$ cat src/rtl/mem_rd_sched_pkg.sv
// Shared types and helpers for the round-robin MEM burst read scheduler.
package mem_rd_sched_pkg;

  typedef enum logic [1:0] {
    ST_IDLE  = 2'd0,
    ST_BURST = 2'd1,
    ST_DRAIN = 2'd2
  } state_e;

  // Distance of requester i behind the round-robin pointer: ptr+1 -> 0, ptr -> n-1.
  function automatic int rr_dist(input int i, input int ptr, input int n);
    return (i > ptr) ? (i - ptr - 1) : (i + n - ptr - 1);
  endfunction

endpackage

$ cat src/rtl/mem_rd_sched_rr_arbiter.sv
// Combinational round-robin pick: the requester closest after ptr_i wins.
module mem_rd_sched_rr_arbiter
  import mem_rd_sched_pkg::*;
#(
  parameter int NUM_REQ     = 4,
  parameter int LOG_NUM_REQ = 2
) (
  input  logic [NUM_REQ-1:0]     req_i,
  input  logic [LOG_NUM_REQ-1:0] ptr_i,
  output logic [NUM_REQ-1:0]     gnt_o,
  output logic [LOG_NUM_REQ-1:0] idx_o,
  output logic                   valid_o
);

  always_comb begin
    int best_d;
    best_d = NUM_REQ;
    idx_o  = '0;
    for (int i = 0; i < NUM_REQ; i++) begin
      if (req_i[i] && (rr_dist(i, int'(ptr_i), NUM_REQ) < best_d)) begin
        best_d = rr_dist(i, int'(ptr_i), NUM_REQ);
        idx_o  = LOG_NUM_REQ'(i);
      end
    end
    valid_o = |req_i;
    gnt_o   = valid_o ? (NUM_REQ'(1) << idx_o) : '0;
  end

endmodule

$ cat src/rtl/mem_rd_sched.sv
// Shares one MEM read port among NUM_REQ burst requesters, round-robin, one read per cycle.
// Handshake: req is held until a one-cycle ack; addr/len are latched on that ack, done pulses with the last word.
module mem_rd_sched
  import mem_rd_sched_pkg::*;
#(
  parameter int NUM_REQ         = 4,
  parameter int LOG_NUM_REQ     = 2,
  parameter int DATA_WIDTH      = 8,
  parameter int LOG_MAX_ADDRESS = 16,
  parameter int LEN_WIDTH       = 17
) (
  input  logic                                 clk,
  input  logic                                 rst,
  input  logic [NUM_REQ-1:0]                   req,
  input  logic [NUM_REQ*LOG_MAX_ADDRESS-1:0]   req_addr,
  input  logic [NUM_REQ*LEN_WIDTH-1:0]         req_len,
  output logic [NUM_REQ-1:0]                   ack,
  output logic [NUM_REQ-1:0]                   done,
  output logic [NUM_REQ-1:0]                   rd_valid,
  output logic [DATA_WIDTH-1:0]                rd_data,
  output logic                                 busy,
  output logic [LOG_MAX_ADDRESS-1:0]           mem_addr,
  output logic                                 mem_read,
  input  logic [DATA_WIDTH-1:0]                mem_data,
  input  logic                                 mem_valid,
  output state_e                               dbg_state
);

  state_e                     state_q, state_d;
  logic [LOG_NUM_REQ-1:0]     owner_q, owner_d;
  logic [LOG_NUM_REQ-1:0]     rr_ptr_q, rr_ptr_d;
  logic [LOG_MAX_ADDRESS-1:0] addr_q, addr_d;
  logic [LEN_WIDTH-1:0]       remain_q, remain_d;

  logic [NUM_REQ-1:0]         gnt_oh;
  logic [LOG_NUM_REQ-1:0]     gnt_idx;
  logic                       gnt_any;
  logic [LOG_MAX_ADDRESS-1:0] gnt_addr;
  logic [LEN_WIDTH-1:0]       gnt_len;
  logic [NUM_REQ-1:0]         owner_oh;

  mem_rd_sched_rr_arbiter #(
    .NUM_REQ    (NUM_REQ),
    .LOG_NUM_REQ(LOG_NUM_REQ)
  ) u_arb (
    .req_i  (req),
    .ptr_i  (rr_ptr_q),
    .gnt_o  (gnt_oh),
    .idx_o  (gnt_idx),
    .valid_o(gnt_any)
  );

  always_comb begin
    gnt_addr = '0;
    gnt_len  = '0;
    owner_oh = '0;
    for (int i = 0; i < NUM_REQ; i++) begin
      if (gnt_idx == LOG_NUM_REQ'(i)) begin
        gnt_addr = req_addr[i*LOG_MAX_ADDRESS +: LOG_MAX_ADDRESS];
        gnt_len  = req_len[i*LEN_WIDTH +: LEN_WIDTH];
      end
      owner_oh[i] = (owner_q == LOG_NUM_REQ'(i));
    end
  end

  always_ff @(posedge clk or negedge rst) begin
    if (!rst) begin
      state_q  <= ST_IDLE;
      owner_q  <= '0;
      rr_ptr_q <= LOG_NUM_REQ'(NUM_REQ - 1);
      addr_q   <= '0;
      remain_q <= '0;
    end else begin
      state_q  <= state_d;
      owner_q  <= owner_d;
      rr_ptr_q <= rr_ptr_d;
      addr_q   <= addr_d;
      remain_q <= remain_d;
    end
  end

  // ack is gated by rst so a held req cannot pulse ack while the block is in reset.
  always_comb begin
    state_d  = state_q;
    owner_d  = owner_q;
    rr_ptr_d = rr_ptr_q;
    addr_d   = addr_q;
    remain_d = remain_q;
    ack      = '0;
    done     = '0;
    mem_read = 1'b0;
    mem_addr = '0;
    unique case (state_q)
      ST_IDLE: begin
        if (gnt_any && rst) begin
          ack      = gnt_oh;
          owner_d  = gnt_idx;
          rr_ptr_d = gnt_idx;
          addr_d   = gnt_addr;
          remain_d = gnt_len;
          state_d  = (gnt_len == '0) ? ST_DRAIN : ST_BURST;
        end
      end
      ST_BURST: begin
        mem_read = 1'b1;
        mem_addr = addr_q;
        addr_d   = addr_q + LOG_MAX_ADDRESS'(1);
        remain_d = remain_q - LEN_WIDTH'(1);
        if (remain_q == LEN_WIDTH'(1)) state_d = ST_DRAIN;
      end
      ST_DRAIN: begin
        done    = owner_oh;
        state_d = ST_IDLE;
      end
      default: state_d = ST_IDLE;
    endcase
  end

  // Words returning in IDLE belong to an aborted burst and are dropped.
  always_comb begin
    rd_valid = '0;
    if (mem_valid && (state_q == ST_BURST || state_q == ST_DRAIN)) rd_valid = owner_oh;
  end

  assign rd_data   = mem_data;
  assign busy      = (state_q != ST_IDLE);
  assign dbg_state = state_q;

endmodule

$ cat config.mk
export PLATFORM = sky130hd
export DESIGN_NAME = mem_rd_sched
export DESIGN_NICKNAME = d
export VERILOG_FILES = /design/src/rtl/mem_rd_sched_pkg.sv /design/src/rtl/mem_rd_sched_rr_arbiter.sv /design/src/rtl/mem_rd_sched.sv
export SDC_FILE = /design/constraint.sdc
export NUM_CORES = 1
export LEC_CHECK = 0
export BUFFER_PORTS_ARGS = -buffer_cell sky130_fd_sc_hd__buf_2
export CAP_MARGIN = 5
export CORE_MARGIN = 2
export CORE_UTILIZATION = 46
export DETAILED_ROUTE_END_ITERATION = 16
export PLACE_DENSITY = 0.85
export SYNTH_ARGS = -nofsm -noshare
export SYNTH_HDL_FRONTEND = slang
export SYNTH_SLANG_ARGS = --single-unit
$ cat constraint.sdc
create_clock -name clk -period 7.21 [get_ports clk]
set_input_delay 0.721 -clock clk [delete_from_list [all_inputs] [get_ports clk]]
set_output_delay 0.721 -clock clk [all_outputs]
set_load 0.005 [all_outputs]
== Word-level counts from Yosys, hierarchy flattened ==
Cells that the tools add are included.
Operators by class
  equality and inequality tests: 11
  shift-type cells: 1
  add/subtract/negate cells: 16
  $lt $le $gt $ge: 7
  mux-type cells: 32
  reductions and logical operators: 17
Operators with widths (number)
  32-bit by 2-bit subtractor with 32-bit output, second input constant: 7
  32-bit two-way mux: 6
  32-bit less-than comparator: 3
  16-bit two-way mux: 6
  17-bit two-way mux: 5
  17-bit one-hot mux with 2 select lines: 1
  32-bit by 4-bit less-than comparator with 1-bit output, second input constant: 1
  16-bit one-hot mux with 2 select lines: 1
  4-bit two-way mux: 5
  17-bit by 1-bit equality test with 1-bit output, second input constant: 1
  17-bit logical NOT: 1
  17-bit by 1-bit subtractor with 17-bit output, second input constant: 1
  16-bit by 1-bit adder with 16-bit output, second input constant: 1
  3-bit by 2-bit subtractor with 4-bit output, first input constant: 4
  2-bit equality test, second input constant: 5
  2-bit two-way mux: 5
  2-bit by 1-bit equality test with 1-bit output, second input constant: 3
  1-bit logical AND: 6
  2-bit logical NOT: 3
  2-bit AND reduction: 3
  2-bit by 2-bit subtractor with 3-bit output, first input constant: 2
  2-bit > comparator, first input constant: 2
  2-bit inequality test, second input constant: 2
  2-bit one-hot mux with 2 select lines: 1
  other kinds (7): 9
Storage, ports and cells
  flip-flop bits (word level): 39
  output and inout port bits: 40
  logic and storage cells: 89
  input port bits: 147

== Logic depth before layout (Yosys ltp) ==
  depth in word-level cells: 23
  gate-level depth with buffers: 36

== By module ==
Synthesis repeated with hierarchy kept, for this count alone.
Unflattened totals
  cell total of the unflattened synthesis: 471
  area, all modules: 4366.7 um^2
Modules (own cells, without submodules)
  mem_rd_sched: cells an instance 353, area an instance 3499.6 um^2, times used 1, sequential area each 978.4 um^2
  mem_rd_sched_rr_arbiter: cells an instance 118, area an instance 867.1 um^2, times used 1, sequential area each 0.0 um^2

== Least setup slack after synthesis ==
Ideal clock, no wire load.
  path type: reg2out
  start: register rr_ptr_q[0]
  end: output ack[0]
  cell stages (with the launch flop): 32
  arrival: 6553 ps
  setup slack: -64 ps
  buffers on the path: 5
  path through: dfstp_2 -> inv_2 -> ha_1 -> inv_1 -> ha_1 -> inv_1 -> o211a_1 -> ha_1 -> or4_4 -> a21oi_2 -> a21oi_1 -> buf_2 -> buf_1 -> o21a_1 -> o22ai_1 -> inv_1 -> ha_1 -> a2111oi_0 -> o221ai_1 -> o2bb2ai_1 -> nor2_2 -> buf_2 -> buf_2 -> mux2_2 -> ha_1 -> and4_1 -> a31oi_1 -> mux2i_1 -> o311a_2 -> buf_2 -> nand2_1 -> nor3_1
Between the ends
  word-level cells in the longest chain between the ends: 18
  elaborated cells on any way between the ends: 38
  classes of those cells: add/sub: 14; order compare: 7; shift: 1; mux: 12; reduce/logical: 4
Ends and longest elaborated chain
  start, declared: line mem_rd_sched.sv:31  | logic [LOG_NUM_REQ-1:0] rr_ptr_q, rr_ptr_d;
  start signal, assigned: line mem_rd_sched.sv:70  | rr_ptr_q <= LOG_NUM_REQ'(NUM_REQ - 1);
  start signal, assigned: line mem_rd_sched.sv:76  | rr_ptr_q <= rr_ptr_d;
  3-bit by 2-bit subtractor with 4-bit output: line mem_rd_sched_pkg.sv:12  | return (i > ptr) ? (i - ptr - 1) : (i + n - ptr - 1);
  32-bit by 2-bit subtractor with 32-bit output: line mem_rd_sched_pkg.sv:12
  32-bit by 4-bit less-than comparator with 1-bit output: line mem_rd_sched_rr_arbiter.sv:20  | if (req_i[i] && (rr_dist(i, int'(ptr_i), NUM_REQ) < best_d)) begin
  1-bit logical AND: line mem_rd_sched_rr_arbiter.sv:20
  32-bit two-way mux: line mem_rd_sched_rr_arbiter.sv:20
  32-bit less-than comparator: line mem_rd_sched_rr_arbiter.sv:20
  1-bit logical AND: line mem_rd_sched_rr_arbiter.sv:20
  32-bit two-way mux: line mem_rd_sched_rr_arbiter.sv:20
  [... 2 more ...]
  32-bit two-way mux: line mem_rd_sched_rr_arbiter.sv:20
  32-bit less-than comparator: line mem_rd_sched_rr_arbiter.sv:20
  1-bit logical AND: line mem_rd_sched_rr_arbiter.sv:20
  2-bit two-way mux (*): line mem_rd_sched_rr_arbiter.sv:20
  1-bit by 2-bit left shift with 4-bit output (*): line mem_rd_sched_rr_arbiter.sv:26  | gnt_o = valid_o ? (NUM_REQ'(1) << idx_o) : '0;
  4-bit two-way mux (*): line mem_rd_sched_rr_arbiter.sv:26
  4-bit two-way mux (*): line mem_rd_sched.sv:95  | if (gnt_any && rst) begin
  4-bit two-way mux (*): line mem_rd_sched.sv:93  | unique case (state_q)
  end, declared: line mem_rd_sched.sv:17  | output logic [NUM_REQ-1:0] ack,
Mark *: on every way between the ends. The rest lies on a longest branch, timed or not.

== Worst setup path after layout ==
  start: register rr_ptr_q[0]
  end: output ack[2]
Same word-level chain as after synthesis.

==> flow_metrics.py <==
metrics = {
    "place": {
        "pre_cts_ws_ns": 0.160,
        "dpl.hpwl_mm": 11.8,
        "io_buffers": 170,
        "gp_congestion": 0.924,
        "placed_area_sq_um": 5840,
    },
    "cells_and_area": {
        "nets": 988,
        "n_antenna_cell": 0,
        "multi_input_area_sq_um": 3790,
        "finalInstanceArea_sq_um": 6170,
        "drive_above_1_share_pct": 33.9,
        "fin_util_pct": 59.8,
        "syn2layout_area_growth_pct": 25.8,
        "seqCellArea_sq_um": 978,
        "final_cell_mix": "170 x buf_2, 75 x nand2_1, 44 x a21oi_1, 43 x mux2i_1, 42 x o21ai_0",
        "layout_commonest_cell": "buf_2",
        "fillers": 946,
    },
    "clock_tree": {
        "cts_max_path_buffers": 2,
        "htree_levels": 2,
        "clk_pin_slew_worst_paths_ns": 0.08,
        "insertion_delay_ns": 0.29,
        "hold_buffers": 0,
        "tritoncts": "done",
        "tritoncts.num_buffers": 5,
        "clock-sinks": 39,
        "cts_root_buffer": "clkbuf_8",
    },
    "floorplanning": {
        "ioPinCount": 187,
        "initial_core_util_pct": 47.5,
        "die_y_um": 107,
        "core_sq_um": 10300,
        "row_count": 37,
        "die_area_sq_um": 11500,
        "die-width_um": 107,
    },
    "grt": {
        "grt_usage_pct": 25.5,
        "grt_overflow": 0,
        "grt_pass1_vias": 5004,
        "grt_pass1_wl_mm": 23.6,
        "grt_max_degree": 72,
        "antenna_found_initial": 0,
    },
    "logic_synthesis": {
        "synthMuxAreaShare_pct": 9.90,
        "synthAdderAreaFrac_pct": 11.0,
        "synthXorXnorAreaFrac_pct": 0.536,
        "synth_edf_count": 0,
        "ys.flop_type": "dfrtp_1",
        "ys_ff_latch": 39,
        "yosys_warnings": 0,
        "yosysSeqAreaShare_pct": 19.9,
        "syn_inst": 631,
        "async_flop_share_pct": 100,
        "synthSimpleGateAreaFrac_pct": 22.8,
        "avgSynthCellArea_sq_um": 7.77,
        "synthesis.area_sq_um": 4910,
        "synth_compound_area_share_pct": 29.1,
        "synth.distinct_cells": 70,
        "synth_top_family_by_area": "compound AO/OA/AOI/OAI gates",
    },
    "power_and_ir_drop": {
        "ir_drop_v": 0.000165,
        "power.leakage_nw": 2.98,
        "power_mw": 2.52,
        "p_per_area_nw_per_um2": 409,
    },
    "sta": {
        "drv_slew": 0,
        "finClkSkew_ns": 0.0125,
        "max_slew.worst_pin.slew_ns": 1.02,
        "fmax_mhz": 142,
        "worst_slack_ns": 0.179,
        "maxSlewHeadroom_pct": 31.1,
        "hold_viol_final": 0,
        "finalCriticalPeriod_ns": 7.03,
        "fin_crit_sh_pct": 97.5,
        "setup_viol": 0,
    },
    "outcome": {
        "outcome": "finished, final reports clean",
    },
    "critical_path": {
        "cp-start-kind": "flip-flop",
        "cpMaxStageDelayCell": "dfstp_2",
        "required_ns": 6.49,
        "crit_top_cell": "ha_2",
        "crit_type": "flip-flop to primary output",
        "path_max_fanout": 7,
        "cp.arrival_ns": 6.31,
        "critPathMaxStageDelay_ns": 0.59,
        "end_kind": "primary output",
    },
    "drt": {
        "drt_first_pass_iters": 5,
        "wire_per_inst_um": 16.5,
        "routed_wl_mm": 15.4,
        "viasPerCell": 5.89,
        "drtAntennaViolNets": 0,
        "dr_total_vias": 5507,
        "first_iter_violations": 389,
        "drcViolationCount": 0,
    },
    "flow_run": {
        "maxCapViolCount": 0,
    },
    "worst_hold_path": {
        "hold_path_class": "primary input to asynchronous set/reset pin",
    },
}
## worst paths after layout
path	startpoint	endpoint	slack (ns)	depth (start not counted)
worst max-delay path	rr_ptr_q[0]	ack[2]	0.18	27
worst min-delay path	rst	addr_q[2]	0.49	2
worst max register to register	rr_ptr_q[0]	dbg_state[0]	0.46	27
worst min register to register	remain_q[5]	remain_q[5]	0.54	2
max in group asynchronous	rst	rr_ptr_q[1]	6.34	2
min in group clk	remain_q[5]	remain_q[5]	0.54	2
## layer usage
layer  GRT usage (%)  up-vias  routed length, um
li1                -     2678                  -
met1            32.4     2596               6260
met2            47.3      215               7940
met3            2.36       18               1020
met4            4.08        0                213
met5               0        -                  0
## through the flow
step	setup TNS, ns	instances	hold WS (ns)
finish	0	935	0.490
global route	-0.105	935	0.542
CTS	0	926	0.503
detailed placement	0	915	0.517
global placement	0	915	0.497
floorplan	0	640	0.425
## synthesized netlist by cell type (3+ instances only)
master | n | area share, %
ha_1 | 43 | 11
nand4_1 | 4 | 0.51
clkbuf_1 | 15 | 1.1
o211ai_1 | 7 | 1.1
nand3_1 | 22 | 2.2
buf_6 | 4 | 0.92
nor3b_1 | 3 | 0.46
a31oi_1 | 7 | 0.89
o221ai_1 | 4 | 0.71
a21oi_1 | 46 | 4.7
inv_1 | 24 | 1.8
and3_1 | 14 | 1.8
o21ai_0 | 44 | 4.5
dfrtp_1 | 37 | 19
nand2_1 | 76 | 5.8
and2_1 | 20 | 2.6
or4_1 | 3 | 0.46
o21ai_1 | 28 | 2.9
buf_1 | 4 | 0.31
a221oi_2 | 6 | 1.8
o41ai_1 | 3 | 0.54
nor2b_1 | 6 | 0.77
nor3_1 | 19 | 1.9
nor2_1 | 31 | 2.4
buf_2 | 10 | 1.0
o22ai_1 | 8 | 1.0
nor4_1 | 14 | 1.8
o211ai_2 | 24 | 6.1
xor2_1 | 3 | 0.54
a21boi_0 | 3 | 0.46
mux2_2 | 4 | 0.92
buf_4 | 8 | 1.2
mux2i_1 | 44 | 9.0
## flip-flops by register name, indices dropped and copies added, names as in the netlist
signal,count
remain_q,17
rr_ptr_q,2
dbg_state,2
owner_q,2
addr_q,16
## power by group
part	internal, mW	leakage (nW)	switching [mW]
clock	0.112	0.0612	0.0797
combinational	0.773	2.48	1.08
sequential	0.337	0.439	0.139
total	1.22	2.98	1.30
## worst max-delay path: cells and delay by family, from the launching register on
| kind | cells | cell delay, ns |
|---|---|---|
| and+or+nand+nor | 5 | 1.21 |
| buffers and inverters | 6 | 0.59 |
| adders and majority gates | 5 | 1.11 |
| DFF | 1 | 0.59 |
| AOI/OAI and AO/OA | 8 | 1.74 |
| muxes | 3 | 0.75 |
## what timing repair did
action                     CTS  global route
setup buffers                3             9
resized for setup            3            26
setup endpoints to repair    3            31
gates cloned                 0             0
hold endpoints to repair     0             0
pin swaps                    2            12
## area by class of cell
class	instances	share of cell area (%)
inverters	26	1.58
well taps	136	2.76
clock inverters	2	0.568
clock buffers	6	1.34
flip-flops and latches	39	15.9
multi-input cells	534	61.4
repair buffers	192	16.5
## cells by family (layout without fill, tap and decap cells)
kind of cell,Yosys count,in the layout
and+or+nand+nor,225,225
AOI/OAI and AO/OA,204,204
buffers and inverters,67,226
muxes,48,48
adders and majority gates,43,43
DFF,39,39
xor gates and xnor gates,3,3
other,2,11
Note: power is estimated with default switching activity, not from simulation.
